<file path="config.mk">
export PLATFORM = sky130hd
export DESIGN_NAME = hwag_vr_gen_flat
export DESIGN_NICKNAME = d
export VERILOG_FILES = /design/src/rtl/hwag_pkg.sv /design/src/rtl/hwag_vr_gen_if.sv /design/src/rtl/hwag_vr_gen_cfg.sv /design/src/rtl/hwag_vr_gen.sv /design/src/flat_wrapper.sv
export SDC_FILE = /design/constraint.sdc
export NUM_CORES = 1
export LEC_CHECK = 0
export BUFFER_PORTS_ARGS = -buffer_cell sky130_fd_sc_hd__buf_2
export CAP_MARGIN = 20
export CORE_UTILIZATION = 30
export DETAILED_ROUTE_END_ITERATION = 10
export PLACE_DENSITY_LB_ADDON = 0.25
export SETUP_SLACK_MARGIN = 0.05
export SLEW_MARGIN = 20
export SYNTH_ARGS = -nofsm -noshare
export SYNTH_HDL_FRONTEND = slang
export SYNTH_SLANG_ARGS = --single-unit
</file>
<file path="constraint.sdc">
create_clock -name clk -period 12.69 [get_ports clk]
set_input_delay 1.269 -clock clk [delete_from_list [all_inputs] [get_ports clk]]
set_output_delay 1.269 -clock clk [all_outputs]
set_load 0.1 [all_outputs]
</file>
<file path="src/rtl/hwag_pkg.sv">
// Shared definitions for the hwag crank-wheel blocks.
// Holds the default field widths, the reference wheel geometry and the
// generator FSM state type.
package hwag_pkg;

    // Default widths: tooth period counter and tooth count fields.
    localparam int unsigned DefPeriodW = 24;
    localparam int unsigned DefToothW  = 8;

    // Reference wheel: 60-2, angle counter top = 60 * 64 - 1.
    localparam int unsigned WheelTeeth   = 60;
    localparam int unsigned WheelMissing = 2;
    localparam int unsigned AcntTop      = 3839;

    typedef enum logic [1:0] {
        StIdle,
        StHigh,
        StLow,
        StGap
    } vr_state_e;

endpackage

</file>
<file path="src/rtl/hwag_vr_gen_if.sv">
// Control/config and status bundle of the trigger-wheel generator.
//   master: drives ena and cfg_*, observes the wheel outputs.
//   slave : the generator side.
interface hwag_vr_gen_if
    import hwag_pkg::*;
#(
    parameter int unsigned PERIOD_W = DefPeriodW,
    parameter int unsigned TOOTH_W  = DefToothW
) ();
    logic                ena;
    logic [PERIOD_W-1:0] cfg_period;
    logic [TOOTH_W-1:0]  cfg_teeth;
    logic [TOOTH_W-1:0]  cfg_missing;
    logic                cfg_load;
    logic                vr_gen;
    logic [TOOTH_W-1:0]  tooth_num;
    logic                rev_strobe;
    logic                gap_active;
    logic                cfg_err;
    logic                busy;

    modport master (
        output ena, cfg_period, cfg_teeth, cfg_missing, cfg_load,
        input  vr_gen, tooth_num, rev_strobe, gap_active, cfg_err, busy
    );

    modport slave (
        input  ena, cfg_period, cfg_teeth, cfg_missing, cfg_load,
        output vr_gen, tooth_num, rev_strobe, gap_active, cfg_err, busy
    );
endinterface

</file>
<file path="src/rtl/hwag_vr_gen_cfg.sv">
// Configuration shadowing for the trigger-wheel generator.
// load_i captures the requested config into a pending set and checks it.
// copy_i moves pending into the active set, but only if pending is valid,
// so an invalid load never disturbs a running wheel.
// Ports: clk/rst, load_i + period_i/teeth_i/missing_i (request),
//        copy_i (start or revolution boundary), pend_valid_o,
//        act_*_o (config in use), cfg_err_o (sticky until a valid load).
module hwag_vr_gen_cfg #(
    parameter int unsigned PERIOD_W = 24,
    parameter int unsigned TOOTH_W  = 8
) (
    input  logic                clk,
    input  logic                rst,
    input  logic                load_i,
    input  logic [PERIOD_W-1:0] period_i,
    input  logic [TOOTH_W-1:0]  teeth_i,
    input  logic [TOOTH_W-1:0]  missing_i,
    input  logic                copy_i,
    output logic                pend_valid_o,
    output logic [PERIOD_W-1:0] act_period_o,
    output logic [TOOTH_W-1:0]  act_teeth_o,
    output logic [TOOTH_W-1:0]  act_missing_o,
    output logic                cfg_err_o
);
    logic [PERIOD_W-1:0] pend_period_q, act_period_q;
    logic [TOOTH_W-1:0]  pend_teeth_q, pend_missing_q, act_teeth_q, act_missing_q;
    logic                pend_valid_q, cfg_err_q;
    logic                load_valid;

    assign load_valid = (teeth_i >= TOOTH_W'(2)) && (missing_i < teeth_i) &&
                        (period_i >= PERIOD_W'(2));

    always_ff @(posedge clk or negedge rst) begin
        if (!rst) begin
            pend_period_q  <= '0;
            pend_teeth_q   <= '0;
            pend_missing_q <= '0;
            pend_valid_q   <= 1'b0;
            cfg_err_q      <= 1'b0;
            act_period_q   <= '0;
            act_teeth_q    <= '0;
            act_missing_q  <= '0;
        end else begin
            // Copy reads the pre-load pending value when both strobe together.
            if (copy_i && pend_valid_q) begin
                act_period_q  <= pend_period_q;
                act_teeth_q   <= pend_teeth_q;
                act_missing_q <= pend_missing_q;
            end
            if (load_i) begin
                pend_period_q  <= period_i;
                pend_teeth_q   <= teeth_i;
                pend_missing_q <= missing_i;
                pend_valid_q   <= load_valid;
                cfg_err_q      <= !load_valid;
            end
        end
    end

    assign pend_valid_o  = pend_valid_q;
    assign act_period_o  = act_period_q;
    assign act_teeth_o   = act_teeth_q;
    assign act_missing_o = act_missing_q;
    assign cfg_err_o     = cfg_err_q;
endmodule

</file>
<file path="src/rtl/hwag_vr_gen.sv">
// Crank trigger-wheel generator: emits an N-minus-M toothed wheel with
// P clocks per tooth pitch (P>>1 high, the rest low, then M*P clocks of gap).
// Ports: clk, rst (async, active low), bus (slave modport: ena, cfg_* in;
//        vr_gen, tooth_num, rev_strobe, gap_active, cfg_err, busy out).
// All outputs come straight from flops.
module hwag_vr_gen
    import hwag_pkg::*;
#(
    parameter int unsigned PERIOD_W = DefPeriodW,
    parameter int unsigned TOOTH_W  = DefToothW
) (
    input  logic          clk,
    input  logic          rst,
    hwag_vr_gen_if.slave  bus
);
    // Wide enough for M*P, so the gap length cannot overflow.
    localparam int unsigned CntW = PERIOD_W + TOOTH_W;

    vr_state_e           state_q, state_d;
    logic [CntW-1:0]     cnt_q, cnt_d;
    logic [TOOTH_W-1:0]  tooth_q, tooth_d;
    logic                rev_q, rev_d;
    logic                vr_q, gap_q, busy_q;
    logic                rev_start;

    logic                pend_valid;
    logic [PERIOD_W-1:0] act_period;
    logic [TOOTH_W-1:0]  act_teeth, act_missing, last_tooth;
    logic [CntW-1:0]     hi_len, lo_len, gap_len;

    hwag_vr_gen_cfg #(
        .PERIOD_W (PERIOD_W),
        .TOOTH_W  (TOOTH_W)
    ) u_cfg (
        .clk           (clk),
        .rst           (rst),
        .load_i        (bus.cfg_load),
        .period_i      (bus.cfg_period),
        .teeth_i       (bus.cfg_teeth),
        .missing_i     (bus.cfg_missing),
        .copy_i        (rev_start),
        .pend_valid_o  (pend_valid),
        .act_period_o  (act_period),
        .act_teeth_o   (act_teeth),
        .act_missing_o (act_missing),
        .cfg_err_o     (bus.cfg_err)
    );

    assign hi_len     = CntW'(act_period >> 1);
    assign lo_len     = CntW'(act_period) - hi_len;
    assign gap_len    = CntW'(act_missing) * CntW'(act_period);
    assign last_tooth = act_teeth - act_missing - TOOTH_W'(1);

    always_comb begin
        state_d   = state_q;
        cnt_d     = cnt_q + CntW'(1);
        tooth_d   = tooth_q;
        rev_d     = 1'b0;
        rev_start = 1'b0;
        if (!bus.ena) begin
            state_d = StIdle;
            cnt_d   = '0;
            tooth_d = '0;
        end else begin
            unique case (state_q)
                StIdle: begin
                    cnt_d = '0;
                    if (pend_valid) rev_start = 1'b1;
                end
                StHigh: begin
                    if (cnt_q == hi_len - CntW'(1)) begin
                        state_d = StLow;
                        cnt_d   = '0;
                    end
                end
                StLow: begin
                    if (cnt_q == lo_len - CntW'(1)) begin
                        cnt_d = '0;
                        if (tooth_q < last_tooth) begin
                            tooth_d = tooth_q + TOOTH_W'(1);
                            state_d = StHigh;
                        end else if (act_missing != '0) begin
                            state_d = StGap;
                        end else begin
                            rev_start = 1'b1;
                        end
                    end
                end
                StGap: begin
                    if (cnt_q == gap_len - CntW'(1)) rev_start = 1'b1;
                end
                default: state_d = StIdle;
            endcase
            // Start from IDLE and revolution boundary share one path: tooth 0.
            if (rev_start) begin
                state_d = StHigh;
                cnt_d   = '0;
                tooth_d = '0;
                rev_d   = 1'b1;
            end
        end
    end

    always_ff @(posedge clk or negedge rst) begin
        if (!rst) begin
            state_q <= StIdle;
            cnt_q   <= '0;
            tooth_q <= '0;
            rev_q   <= 1'b0;
            vr_q    <= 1'b0;
            gap_q   <= 1'b0;
            busy_q  <= 1'b0;
        end else begin
            state_q <= state_d;
            cnt_q   <= cnt_d;
            tooth_q <= tooth_d;
            rev_q   <= rev_d;
            vr_q    <= (state_d == StHigh);
            gap_q   <= (state_d == StGap);
            busy_q  <= (state_d != StIdle);
        end
    end

    assign bus.vr_gen     = vr_q;
    assign bus.tooth_num  = tooth_q;
    assign bus.rev_strobe = rev_q;
    assign bus.gap_active = gap_q;
    assign bus.busy       = busy_q;
endmodule

</file>
<file path="src/flat_wrapper.sv">
// flat-port wrapper written by rule: the top's interface ports become plain ports
module hwag_vr_gen_flat import hwag_pkg::*;
#(
    parameter int unsigned PERIOD_W = DefPeriodW,
    parameter int unsigned TOOTH_W  = DefToothW
)
  (clk, rst, bus_ena, bus_cfg_period, bus_cfg_teeth, bus_cfg_missing, bus_cfg_load, bus_vr_gen, bus_tooth_num, bus_rev_strobe, bus_gap_active, bus_cfg_err, bus_busy);
  hwag_vr_gen_if #(.PERIOD_W(PERIOD_W), .TOOTH_W(TOOTH_W)) bus_i ();
  input  logic clk;
  input  logic rst;
  input wire logic [$bits(bus_i.ena)-1:0] bus_ena;
  input wire logic [$bits(bus_i.cfg_period)-1:0] bus_cfg_period;
  input wire logic [$bits(bus_i.cfg_teeth)-1:0] bus_cfg_teeth;
  input wire logic [$bits(bus_i.cfg_missing)-1:0] bus_cfg_missing;
  input wire logic [$bits(bus_i.cfg_load)-1:0] bus_cfg_load;
  output wire logic [$bits(bus_i.vr_gen)-1:0] bus_vr_gen;
  output wire logic [$bits(bus_i.tooth_num)-1:0] bus_tooth_num;
  output wire logic [$bits(bus_i.rev_strobe)-1:0] bus_rev_strobe;
  output wire logic [$bits(bus_i.gap_active)-1:0] bus_gap_active;
  output wire logic [$bits(bus_i.cfg_err)-1:0] bus_cfg_err;
  output wire logic [$bits(bus_i.busy)-1:0] bus_busy;
  assign bus_i.ena = bus_ena;
  assign bus_i.cfg_period = bus_cfg_period;
  assign bus_i.cfg_teeth = bus_cfg_teeth;
  assign bus_i.cfg_missing = bus_cfg_missing;
  assign bus_i.cfg_load = bus_cfg_load;
  assign bus_vr_gen = bus_i.vr_gen;
  assign bus_tooth_num = bus_i.tooth_num;
  assign bus_rev_strobe = bus_i.rev_strobe;
  assign bus_gap_active = bus_i.gap_active;
  assign bus_cfg_err = bus_i.cfg_err;
  assign bus_busy = bus_i.busy;
  hwag_vr_gen #(.PERIOD_W(PERIOD_W), .TOOTH_W(TOOTH_W)) u_core (.clk(clk), .rst(rst), .bus(bus_i));
endmodule
</file>
# Word level (Yosys, flattened, before mapping)
# Cells that the tools add are included.
# Widths: inputs -> output; s select.
# totals
regBits	128
input_bits	44
output_inout_bits	13
word_cells	74
# classes
n_addsub	8
mul	1
n_lt_le_gt_ge	4
n_eq_ne	11
muxes	27
n_reduce_logical	8
# ops
operator	n
$mux 32	4
$eq 32x32->1	3
$pmux 32 s3	1
$sub 32x1->32 const B	2
$mux 8	5
$add 32x1->32 const B	1
$mul 8x24->32	1
$sub 24x23->25	1
$ge 24x2->1 const B	1
$sub 23x1->24 const B	1
$lt 8x8->1	2
$mux 2	6
$mux 1	9
$ne 3x1->1 const B	3
$add 8x1->8 const B	1
$ge 8x2->1 const B	1
$reduce_bool 8->1	1
$sub 8x1->8 const B	1
$sub 8x8->8	1
$eq 2x2->1 const B	3
$eq 2x1->1 const B	2
$pmux 2 s2	1
$logic_and 1x1->1	3
$pmux 1 s3	1
other kinds (4)	4

# Depth between registers and ports, before layout
# logic_depth
depth_word	10
ltp_mapped	26

# Modules after synthesis
# From an unflattened synthesis, not the netlist that was laid out.
# unflattened
cells_unflattened	1896
area_unflattened_um2	16940.0
# by_module_without_submodules
mod	instances	cells_per_inst	area_each_um2	seq_area_each_um2
hwag_vr_gen	1	1685	13649.3	1151.1
hwag_vr_gen_cfg	1	211	3290.7	2052.0

# Least setup slack after synthesis
# No wires, ideal clock.
# synth_path
path_kind	reg2reg
startpoint	register u_core.u_cfg.act_missing_q[1], in the netlist u_core.u_cfg.act_missing_o[1]
endpoint	register u_core.u_cfg.act_missing_q[0], in the netlist u_core.u_cfg.act_missing_o[0]
arrival_ps	6183
required_time_ps	12565
setup_slack_ps	6382
path_stages_with_launch	25
period_less_slack_ps	6308
path_cell_list	dfrtp_1 clkbuf_1 clkbuf_1 nand2_1 fa_1 fa_1 fa_1 fa_1 inv_1 ha_1 clkbuf_1 a21oi_1 o21ai_0 a31o_2 a21o_1 a211o_1 a21o_1 or4_1 a31oi_1 nand4_1 nand2_1 and3_1 o21ai_2 buf_6 mux2_4
# synth_via
elab_chain_cells	9
elab_cells_between_ends	15
cone_classes	3 x add/sub; 1 x mul; 1 x order compare; 1 x eq/ne; 7 x mux; 2 x reduce/logical
# synth_lines
item	line	rtl
start, declared	hwag_vr_gen_cfg.sv:26	logic [TOOTH_W-1:0] pend_teeth_q, pend_missing_q, act_teeth_q, act_missing_q;
start signal, assigned	hwag_vr_gen_cfg.sv:48	act_missing_q <= pend_missing_q;
parallel branches: the longest is 5 deep, another holds $mul 8x24->32	-	
$pmux 1 s3 *	hwag_vr_gen.sv:65	unique case (state_q)
$mux 1 * (2 in series)	hwag_vr_gen.sv:60	if (!bus.ena) begin
$logic_and 1x1->1 *	hwag_vr_gen_cfg.sv:45	if (copy_i && pend_valid_q) begin
# Mark *: on every way between the ends. The select of a mux whose other input is x is not followed.
# A chain may end at the register's enable or synchronous reset.

# Final worst setup path
# layout_path
startpoint	register u_core.u_cfg.act_missing_q[2], in the netlist u_core.u_cfg.act_missing_o[2]
endpoint	register u_core.u_cfg.act_missing_q[1], in the netlist u_core.u_cfg.act_missing_o[1]
# Same word-level chain as after synthesis.

==> qor.txt <==
Final period utilization = 62.9%
Synthesis-to-finish area growth = 8.72%
Worst-margin pin slew = 1.09 ns
Final period demand of the worst path = 7.99 ns
Reg2Reg Depth = 21
Total GRT Usage = 18.4%
HP Start = u_core.u_cfg.cfg_err_o
HP Class = reg -> reg
Hold path cells = 2
Routed Wire Length = 50.3 mm
IO Port Bufs = 56
DRT antenna net count = 0
Final count of hold timing violations = 0
First-pass GRT wire length = 80.8 mm
DR pass1 iterations = 5
Final Max Tran Viols = 0
Post-synth net total = 2199
Largest net degree at the start of global routing = 75
Initial DRC Count = 811
Worst Setup End Kind = register
Final core occ = 33.0%
Crit path max fanout = 40
CTS HTree Levels = 4
Area leader, netlist = dfrtp_1
Via density per instance = 5.14
Most common cell after layout, fill and taps aside = nand2_1
Initial Util = 30.3%
Die Span Y = 238 µm
Max Cap Viol = 0
Register area share after synthesis = 19.2%
Synthesized flop and latch total = 128
Bufs on Longest Clock Path = 2
Share of cells above drive strength 1 = 11.2%
Mean Syn Cell Area = 8.94 µm²
# rows = 86
IO Pins = 57
DRC viols = 0
Slew margin rel. = 27.2%
Clock Latency Late Sink = 0.45 ns
Post_cts resized = 0
WP data arrival = 8.31 ns
Outcome = complete, no violations
Vias in the first global route = 13800
Sink Count = 128
Kind of critical path = reg -> reg
Worst r2r dst = u_core.u_cfg.act_missing_o[1]
Hold Path Sink = u_core.u_cfg.cfg_err_o
Warnings, synthesis = 0
Number of synthesized flops with an enable pin = 0
Startpoint types = register
Cell area after synthesis = 0.0167 mm²
F_max = 125 MHz
Cells taking the most area after synthesis = dfrtp_1 19%, fa_1 17%, ha_1 11%
Final RePlAce weighted congestion = 0.877
Die X = 238 µm
Remaining Overflow, GRT = 0
Antenna violations before repair = 0
Syn Inst Count = 1869
Core area = 0.0551 mm²
Share of the synthesized area in the top cell type = 19.2%
# hold bufs at CTS = 0
Finish-stage setup viols = 0
Post-CTS Setup Inserts = 0
CTS Root Cell = clkbuf_16
Netlist cell types = 91
Final net count = 2173
Setup TNS = 0 ns
Most frequent cells in the layout = 243 x nand2_1, 171 x inv_1, 147 x ha_1
Reg2reg start = u_core.u_cfg.act_missing_o[2]
Worst Skew = 0.0134 ns
HPWL Detailed = 40.2 mm
Synth Flop Type = dfrtp_1
CTS tree = built
Critical Path RT = 13.02 ns
Worst-path clk slew = 0.06 ns
Vias = 13400
Die area = 0.0567 mm²
Routed len/inst = 19.3 µm
TritonCTS buffer count = 17
Worst reg-to-reg setup slack = 4.70 ns
Fraction of registers with async set/reset = 100%
RSZ-0062 raised after global routing = false
[through the flow]
stage	hold WS, ns	cells	worst slack [ns]	instance area, µm²
finish	0.501	2604	4.70	18200
global route	0.526	2603	4.34	18200
detailed placement	0.481	2572	4.82	17500
CTS	0.509	2603	4.82	18200
floorplan	0.478	1869	6.38	16700
global placement	0.478	2572	4.99	17500
[routing by layer]
layer / vias to the layer above / global-route usage, % / wire, µm
met2: 299 / 29.0 / 22600
met1: 6683 / 26.5 / 24900
met4: 0 / 5.26 / 1170
li1: 6340 / - / -
met5: - / 0 / 0
met3: 56 / 1.83 / 1720
[final cells by class]
cell class              count  area [µm²]
repair buffers             60         317
well taps                 748         936
inverters                 171         642
fillers                  5814       36900
flip-flops and latches    128        3200
multi-input cells        1465       12400
diodes                      1        2.50
clock inverters            12         184
clock buffers              19         443
[state kept, by name, indices dropped and copies added, names as in the netlist]
| register | flops |
|---|---|
| u_core.u_cfg.pend_period_q | 24 |
| u_core.cnt_q | 32 |
| u_core.u_cfg.act_period_o | 24 |
| u_core.state_q | 2 |
| u_core.u_cfg.act_teeth_o | 8 |
| u_core.u_cfg.pend_valid_o | 1 |
| u_core.u_cfg.cfg_err_o | 1 |
| u_core.bus.vr_gen | 1 |
| u_core.u_cfg.act_missing_o | 8 |
| u_core.u_cfg.pend_teeth_q | 8 |
| u_core.bus.busy | 1 |
| u_core.bus.gap_active | 1 |
| u_core.bus.rev_strobe | 1 |
| u_core.u_cfg.pend_missing_q | 8 |
| u_core.bus.tooth_num | 8 |
[worst max path at each step]
stage / start / depth (start not counted) / endpoint
final: u_core.u_cfg.act_missing_o[2] / 21 / u_core.u_cfg.act_missing_o[1]
after global routing: u_core.u_cfg.act_missing_o[5] / 21 / u_core.u_cfg.act_missing_o[6]
after CTS: u_core.u_cfg.act_missing_o[2] / 20 / u_core.cnt_q[11]
after detailed placement: u_core.u_cfg.act_missing_o[2] / 20 / u_core.cnt_q[11]
after global placement: u_core.u_cfg.act_missing_o[2] / 20 / u_core.cnt_q[2]
after floorplan: u_core.u_cfg.act_missing_o[1] / 24 / u_core.u_cfg.act_missing_o[0]
[cells by family after synthesis]
family | share of synthesized area (%)
buffers and inverters | 6.47
adder cells (fa/ha/maj) | 27.6
AO/OA/AOI/OAI | 13.1
flip-flops | 19.2
XOR/XNOR | 8.55
multiplexers | 6.92
AND/OR/NAND/NOR | 18.2
[worst max-delay path, stage by stage, from the launching register on]
cell and delay (ns):
dfrtp_1 0.97, nand2_1 0.18, fa_1 0.56, fa_1 0.54, fa_1 0.44, fa_1 0.54, inv_1 0.04, ha_1 0.40
a21oi_1 0.31, o21ai_0 0.25, a31o_2 0.35, a211oi_1 0.26, nand4_1 0.17, a2111oi_0 0.62, nand4_1 0.26, nor4b_1 0.48
nand4_1 0.21, nand2_1 0.14, and3_1 0.26, o21ai_4 0.07, buf_4 0.34, mux2_4 0.39
[cell usage after synthesis, types with 5 or more instances]
cell type,n
o31ai_1,11
xor2_1,55
and4_1,8
nand2_1,243
fa_1,139
dfrtp_1,128
o21a_1,17
a41oi_1,6
o211ai_1,6
inv_1,171
a21o_1,42
o21ai_0,38
xnor2_1,101
buf_1,7
a2111oi_0,5
mux2_4,40
nand4_1,33
nand3_1,48
nand2b_1,13
or3_1,8
nor3_1,29
buf_2,12
or4_1,7
clkbuf_1,82
and2_1,17
nor4_1,28
mux2i_1,6
nor2_1,122
nor2b_1,12
a2111o_1,5
and3_1,20
o21bai_1,10
or2_2,9
a31oi_1,18
a211o_1,8
a211oi_1,16
a21oi_1,62
nor4b_1,6
mux2_2,41
o2111ai_1,6
ha_1,147
Power is left out: the tool's default activity adds up to more than one toggle a clock period on the data nets, which glitch-free logic cannot reach.
